`src/rtl/rtc_bcd_clock_pkg.sv`:
```
// Shared types and helpers for the BCD real-time clock.
package rtc_pkg;

    typedef struct packed {
        logic [3:0] hh_d;
        logic [3:0] hh_u;
        logic [3:0] mm_d;
        logic [3:0] mm_u;
        logic [3:0] ss_d;
        logic [3:0] ss_u;
    } bcd_time_t;

    typedef struct packed {
        logic       pm;
        logic [3:0] hh_d;
        logic [3:0] hh_u;
    } hour12_t;

    localparam int SEC_MAX  = 59;
    localparam int MIN_MAX  = 59;
    localparam int HOUR_MAX = 23;

    // Two BCD digits form a legal value no larger than max.
    function automatic logic bcd_pair_le(input logic [3:0] d, input logic [3:0] u, input int max);
        return (d <= 4'd9) && (u <= 4'd9) && ((int'(d) * 10 + int'(u)) <= max);
    endfunction

    function automatic logic bcd_time_valid(input bcd_time_t t);
        return bcd_pair_le(t.hh_d, t.hh_u, HOUR_MAX) &&
               bcd_pair_le(t.mm_d, t.mm_u, MIN_MAX)  &&
               bcd_pair_le(t.ss_d, t.ss_u, SEC_MAX);
    endfunction

    // 24 h BCD hours -> 12 h display digits; 00 shows as 12 AM, 12 as 12 PM.
    function automatic hour12_t to_12h(input logic [7:0] hh);
        int      h;
        int      d12;
        hour12_t r;
        h = int'(hh[7:4]) * 10 + int'(hh[3:0]);
        if (h == 0)
            d12 = 12;
        else if (h > 12)
            d12 = h - 12;
        else
            d12 = h;
        r.pm   = (h >= 12);
        r.hh_d = (d12 >= 10) ? 4'd1 : 4'd0;
        r.hh_u = 4'(d12 % 10);
        return r;
    endfunction

endpackage

```
`src/rtl/rtc_bcd_clock_counter.sv`:
```
// Two-digit BCD modulo counter: counts 00..MAX, wraps to 00 with carry.
module bcd_mod_counter #(
    parameter int MAX = 59
) (
    input  logic       clk,
    input  logic       reset,
    input  logic       inc,
    input  logic       load,
    input  logic [7:0] load_val,
    output logic [7:0] digits,
    output logic [7:0] nxt,
    output logic       carry
);

    localparam logic [3:0] MAX_D = 4'(MAX / 10);
    localparam logic [3:0] MAX_U = 4'(MAX % 10);

    logic at_max;

    assign at_max = (digits == {MAX_D, MAX_U});
    assign carry  = inc && at_max;

    // Next value if an increment is applied this cycle (also used for look-ahead matching).
    always_comb begin
        nxt = digits;
        if (inc) begin
            if (at_max)
                nxt = 8'h00;
            else if (digits[3:0] == 4'd9)
                nxt = {digits[7:4] + 4'd1, 4'd0};
            else
                nxt = {digits[7:4], digits[3:0] + 4'd1};
        end
    end

    // Digit register; a load overrides any increment.
    always_ff @(posedge clk or posedge reset) begin
        if (reset)
            digits <= 8'h00;
        else if (load)
            digits <= load_val;
        else
            digits <= nxt;
    end

endmodule

```
`src/rtl/rtc_bcd_clock.sv`:
```
// BCD real-time clock: prescaled seconds tick, HH:MM:SS counters, validated
// load handshake, rollover pulses, HH:MM alarm and 12/24 h display mapping.
module rtc_bcd_clock
    import rtc_pkg::*;
#(
    parameter int TICK_DIV = 1_000_000
) (
    input  logic        clk,
    input  logic        reset,
    input  logic        run,
    input  logic        mode_12h,
    input  logic        set_valid,
    output logic        set_ready,
    input  logic [23:0] set_time,
    output logic        set_err,
    input  logic [15:0] alarm_time,
    input  logic        alarm_en,
    output logic [3:0]  hora_d,
    output logic [3:0]  hora_u,
    output logic [3:0]  min_d,
    output logic [3:0]  min_u,
    output logic [3:0]  seg_d,
    output logic [3:0]  seg_u,
    output logic        pm,
    output logic        sec_tick,
    output logic        min_tick,
    output logic        hour_tick,
    output logic        day_tick,
    output logic        alarm_hit
);

    localparam int                 PRESC_W    = (TICK_DIV > 1) ? $clog2(TICK_DIV) : 1;
    localparam logic [PRESC_W-1:0] PRESC_LAST = PRESC_W'(TICK_DIV - 1);

    logic [PRESC_W-1:0] presc;
    logic               term, xfer, set_ok, do_load, adv, alarm_ok;
    logic [7:0]         sec_q, min_q, hr_q;
    logic [7:0]         sec_nxt, min_nxt, hr_nxt;
    logic               sec_carry, min_carry, hr_carry;
    hour12_t            h12;

    assign term     = run && (presc == PRESC_LAST);
    assign xfer     = set_valid && set_ready;
    assign set_ok   = bcd_time_valid(bcd_time_t'(set_time));
    assign do_load  = xfer && set_ok;
    // A valid load swallows a coincident terminal count.
    assign adv      = term && !do_load;
    assign alarm_ok = bcd_time_valid(bcd_time_t'({alarm_time, 8'h00}));

    // Ready comes up on the first edge out of reset and stays up.
    always_ff @(posedge clk or posedge reset) begin
        if (reset)
            set_ready <= 1'b0;
        else
            set_ready <= 1'b1;
    end

    // Prescaler: restarts on load, wraps on terminal count, holds when paused.
    always_ff @(posedge clk or posedge reset) begin
        if (reset)
            presc <= '0;
        else if (do_load || term)
            presc <= '0;
        else if (run)
            presc <= presc + 1'b1;
    end

    bcd_mod_counter #(.MAX(SEC_MAX)) u_sec (
        .clk(clk), .reset(reset), .inc(adv), .load(do_load),
        .load_val(set_time[7:0]), .digits(sec_q), .nxt(sec_nxt), .carry(sec_carry)
    );

    bcd_mod_counter #(.MAX(MIN_MAX)) u_min (
        .clk(clk), .reset(reset), .inc(sec_carry), .load(do_load),
        .load_val(set_time[15:8]), .digits(min_q), .nxt(min_nxt), .carry(min_carry)
    );

    bcd_mod_counter #(.MAX(HOUR_MAX)) u_hr (
        .clk(clk), .reset(reset), .inc(min_carry), .load(do_load),
        .load_val(set_time[23:16]), .digits(hr_q), .nxt(hr_nxt), .carry(hr_carry)
    );

    // Event pulses registered so they line up with the first cycle of the new time.
    always_ff @(posedge clk or posedge reset) begin
        if (reset) begin
            sec_tick  <= 1'b0;
            min_tick  <= 1'b0;
            hour_tick <= 1'b0;
            day_tick  <= 1'b0;
            alarm_hit <= 1'b0;
            set_err   <= 1'b0;
        end else begin
            sec_tick  <= adv;
            min_tick  <= sec_carry;
            hour_tick <= min_carry;
            day_tick  <= hr_carry;
            alarm_hit <= adv && alarm_en && alarm_ok && (sec_nxt == 8'h00) &&
                         ({hr_nxt, min_nxt} == alarm_time);
            set_err   <= xfer && !set_ok;
        end
    end

    // Display mapping; only the hour digits depend on mode.
    always_comb begin
        h12 = to_12h(hr_q);
        if (mode_12h) begin
            {hora_d, hora_u} = {h12.hh_d, h12.hh_u};
            pm               = h12.pm;
        end else begin
            {hora_d, hora_u} = hr_q;
            pm               = 1'b0;
        end
    end

    assign {min_d, min_u} = min_q;
    assign {seg_d, seg_u} = sec_q;

endmodule
```
`config.mk`:
```
export PLATFORM = sky130hd
export DESIGN_NAME = rtc_bcd_clock
export DESIGN_NICKNAME = d
export VERILOG_FILES = /design/src/rtl/rtc_bcd_clock_pkg.sv /design/src/rtl/rtc_bcd_clock_counter.sv /design/src/rtl/rtc_bcd_clock.sv
export SDC_FILE = /design/constraint.sdc
export NUM_CORES = 1
export LEC_CHECK = 0
export CAP_MARGIN = 5
export CORE_ASPECT_RATIO = 2
export CORE_UTILIZATION = 55
export CTS_CLUSTER_DIAMETER = 80
export CTS_CLUSTER_SIZE = 8
export DETAILED_ROUTE_END_ITERATION = 10
export GPL_ROUTABILITY_DRIVEN = 1
export PLACE_DENSITY = 0.88
export SYNTH_ARGS = -nofsm -noshare
export SYNTH_HDL_FRONTEND = slang
export SYNTH_SLANG_ARGS = --single-unit
export TNS_END_PERCENT = 100
```
`constraint.sdc`:
```
create_clock -name clk -period 9.4 [get_ports clk]
set_input_delay 1.88 -clock clk [delete_from_list [all_inputs] [get_ports clk]]
set_output_delay 1.88 -clock clk [all_outputs]
set_load 0.01 [all_outputs]
```
==> out/results.tsv <==
stage	metric	value	unit
route	1st-pass router iterations	4	
worst_setup_path	Data required, critical path	7.52	ns
route	total routed wirelength	20520	um
cts	CTS Hold Bufs	0	
power_and_ir_drop	maximum vdd ir drop	0.0001328	V
worst_setup_path	terminus of the critical flop-to-flop path	alarm_hit	
die	Die Width	77.29	um
worst_setup_path	worst path buffer plus inverter count	4	
timing	Total Negative Setup Slacks	0	ns
synthesis	number of warning messages in the yosys log	0	
placement	Routability Congestion	0.9502	
run	max-cap violation count	0	
cells_and_area	Area growth syn-to-layout	19.53	%
worst_setup_path	Worst Setup Path Type	flop to primary output	
worst_setup_path	kind of end point of the critical path	primary output	
min_path	Tightest Hold Check Type	flop to flop	
global_route	via count of the first global-routing pass	6498	
cts	number of H-tree levels	2	
timing	worst slew pin tran	1.085	ns
synthesis	post-synthesis net count	861	
cells_and_area	Inserted Diodes	0	
die	number of placement rows	54	
placement	dpl cells	948	
global_route	global route overflow	0	
cts	number of clock sinks seen by CTS	51	
power_and_ir_drop	leakage power summed over all cells	3.135	nW
synthesis	number of synthesized flops with an enable pin	0	
timing	fin crit period	9.197	ns
cells_and_area	most common cell after layout, fill and taps aside	sky130_fd_sc_hd__clkdlybuf4s50_1	
worst_setup_path	slowest library cell on the worst path	sky130_fd_sc_hd__clkdlybuf4s50_1	
route	Initial DRC Count	357	
die	Core Box Area	10950	um^2
timing	relative slew slack	27.54	%
cts	TritonCTS clock tree	done	
route	DRC viols	0	
synthesis	sequential cell area fraction in the yosys report	20.47	%
cts	clock buffers created by TritonCTS	5	
cts	maximum root-to-sink buffer count	2	
min_path	hold_sp	presc[4]	
worst_setup_path	CP max stage delay	0.55	ns
timing	final max-slew violation count	0	
timing	number of hold-slack violations in the final timing report	0	
cells_and_area	commonest cells after routing, fill and taps aside	77 x sky130_fd_sc_hd__clkdlybuf4s50_1, 66 x sky130_fd_sc_hd__nor2_1, 62 x sky130_fd_sc_hd__ha_1	
global_route	GRT Resource Usage Total	35.33	%
timing	worst clock skew on the final layout	0.005830	ns
placement	minimum setup slack after placement	0.2766	ns
synthesis	async set-reset flop share out of synthesis	100.0	%
power_and_ir_drop	power per cell area	113.0	nW/um^2
placement	count of buffers inserted at the top-level ports	77	
die	number of primary I/O pins	78	
synthesis	#FFs+latches synth	51	
die	Initial Utilization	56.96	%
timing	portion of the clock cycle consumed by the worst path in the final layout	97.84	%
worst_setup_path	largest fanout on the critical path	12	
placement	post-DP HPWL	16520	um
timing	Final WS setup	0.2033	ns
synthesis	cell area after synthesis	6235	um^2
worst_setup_path	Critical Path Start Type	flop	
route	Post-DRT Antenna Nets	0	
timing	final setup violating endpoints	0	
cells_and_area	proportion of layout cells with a drive suffix above 1	11.23	%
route	via count normalized by instance count	6.659	
worst_setup_path	R2R cell count	12	
worst_setup_path	critical path depth in cells	30	
worst_setup_path	arrival time reported for the critical path endpoint	7.32	ns
die	die boundary height	152.6	um
global_route	initial antenna violation count	0	
worst_setup_path	kind of cell adding the most delay to the critical path	simple AND/OR/NAND/NOR gates	
timing	peak clock frequency supported by timing	108.7	MHz
worst_setup_path	register-to-register setup slack	5.31	ns
die	die outline area	11790	um^2
timing	Worst Hold Margin	0.5594	ns
global_route	maximum number of pins on one net before global-route repair	52	
cells_and_area	final layout net count	938	
cts	buffer type at the clock tree root	sky130_fd_sc_hd__clkbuf_16	
worst_setup_path	Worst R2R Start	presc[13]	
synthesis	Distinct cells, synth	88	
synthesis	dominant register cell in the synthesized netlist	sky130_fd_sc_hd__dfrtp_1	
global_route	global-route wire length before repair	32520	um
min_path	sink of the worst hold path	presc[4]	
min_path	WHS Path Cells	2	
cells_and_area	post-route insts no fill	959	
synthesis	post-synthesis average cell area	8.414	um^2
cts	Clock transition at path regs	0.07	ns
route	routed length per instance	21.39	um
power_and_ir_drop	Final Power	0.0008418	W
cts	source-to-sink clock delay at the later pin of the worst-skew pair	0.30	ns
synthesis	cell count after synthesis	741	
route	Vias	6386	
outcome	outcome	finished, final reports clean	
what timing repair did:
item,CTS,global route
resized for setup,1,18
pin swaps,0,5
buffers inserted,0,3
endpoints found under the setup margin,1,3
through the flow:
step	util [%]	cell area, um^2
2_1_floorplan	-	6235
3_3_place_gp	65.72	7193
3_5_place_dp	65.72	7193
4_1_cts	67.06	7340
5_1_grt	68.08	7452
6_report	68.08	7452
flip-flops by register name, indices dropped and copies added, names as in the netlist:
register,flops
u_hr.digits,8
sec_tick,1
u_min.digits,8
hour_tick,1
u_sec.digits,8
presc,20
set_err,1
min_tick,1
set_ready,1
day_tick,1
alarm_hit,1
where the power goes:
group | total [W] | switching (W) | internal [W]
Clock | 0.000186 | 0.0000873 | 0.0000987
Sequential | 0.000261 | 0.0000232 | 0.000238
Combinational | 0.000395 | 0.000218 | 0.000177
logic make-up after synthesis:
| family | Yosys count | synth area share (%) |
|---|---|---|
| compound gates | 199 | 23.18 |
| xor+xnor | 49 | 7.225 |
| mux | 29 | 5.338 |
| flops | 51 | 20.47 |
| simple gates | 282 | 23.88 |
| fa+ha+maj | 74 | 16.30 |
| buf+inv | 56 | 3.552 |
| other cells | 1 | 0.06015 |
Yosys cell counts, types with 5 or more instances:
cell,instances,area (um^2)
sky130_fd_sc_hd__a211o_1,5,43.79
sky130_fd_sc_hd__a21o_1,11,82.58
sky130_fd_sc_hd__a21oi_1,28,140.1
sky130_fd_sc_hd__a31oi_1,15,93.84
sky130_fd_sc_hd__and2_1,5,31.28
sky130_fd_sc_hd__and3_1,13,81.33
sky130_fd_sc_hd__and4_1,5,43.79
sky130_fd_sc_hd__buf_2,6,30.03
sky130_fd_sc_hd__clkbuf_1,17,63.81
sky130_fd_sc_hd__dfrtp_1,51,1276
sky130_fd_sc_hd__fa_1,12,240.2
sky130_fd_sc_hd__ha_1,62,775.7
sky130_fd_sc_hd__inv_1,31,116.4
sky130_fd_sc_hd__mux2_2,23,259.0
sky130_fd_sc_hd__nand2_1,60,225.2
sky130_fd_sc_hd__nand2b_1,7,43.79
sky130_fd_sc_hd__nand3_1,31,155.2
sky130_fd_sc_hd__nand3b_1,5,37.54
sky130_fd_sc_hd__nand4_1,13,81.33
sky130_fd_sc_hd__nor2_1,66,247.7
sky130_fd_sc_hd__nor2b_1,9,56.30
sky130_fd_sc_hd__nor3_1,17,85.08
sky130_fd_sc_hd__nor4_1,11,68.82
sky130_fd_sc_hd__o211ai_1,7,52.55
sky130_fd_sc_hd__o21a_1,6,45.04
sky130_fd_sc_hd__o21ai_0,44,220.2
sky130_fd_sc_hd__o21ai_1,7,35.03
sky130_fd_sc_hd__o221ai_1,5,43.79
sky130_fd_sc_hd__o22ai_1,7,43.79
sky130_fd_sc_hd__o31ai_1,6,45.04
sky130_fd_sc_hd__or3_1,10,62.56
sky130_fd_sc_hd__or4_1,8,60.06
sky130_fd_sc_hd__xnor2_1,21,183.9
sky130_fd_sc_hd__xor2_1,26,227.7
routing by layer:
| layer | up-vias | part of all wire [%] | global-route usage [%] |
|---|---|---|---|
| met3 | 112 | 3.8 | 3.952 |
| met1 | 3072 | 33 | 31.93 |
| met2 | 265 | 54 | 66.50 |
| li1 | 2937 | - | - |
| met5 | - | 0 | 0 |
| met4 | 0 | 9.4 | 31.36 |
how the worst max path moves through the flow:
stage	startpoint	end	slack [ns]
floorplan	u_hr.digits[4]	hora_u[2]	1.41
global placement	u_hr.digits[5]	hora_u[2]	0.54
detailed placement	u_hr.digits[7]	hora_u[2]	0.28
CTS	u_hr.digits[7]	hora_u[2]	0.03
global route	u_hr.digits[7]	hora_u[2]	-0.05
finish	u_hr.digits[7]	hora_u[2]	0.20
worst min-delay path, cell delays in order (launching register included):
cell	delay [ns]
sky130_fd_sc_hd__dfrtp_1	0.37
sky130_fd_sc_hd__xor2_1	0.07
sky130_fd_sc_hd__nor2_1	0.08
area by class of cell:
cell class | instances | area, um^2
clock inverters | 2 | 12.51
multi-input cells | 634 | 4838
flip-flops and latches | 51 | 1279
repair buffers | 94 | 898.4
clock buffers | 6 | 128.9
well taps | 140 | 175.2
fillers | 903 | 3493
inverters | 32 | 120.1
Power figures use the tool's default switching activity.
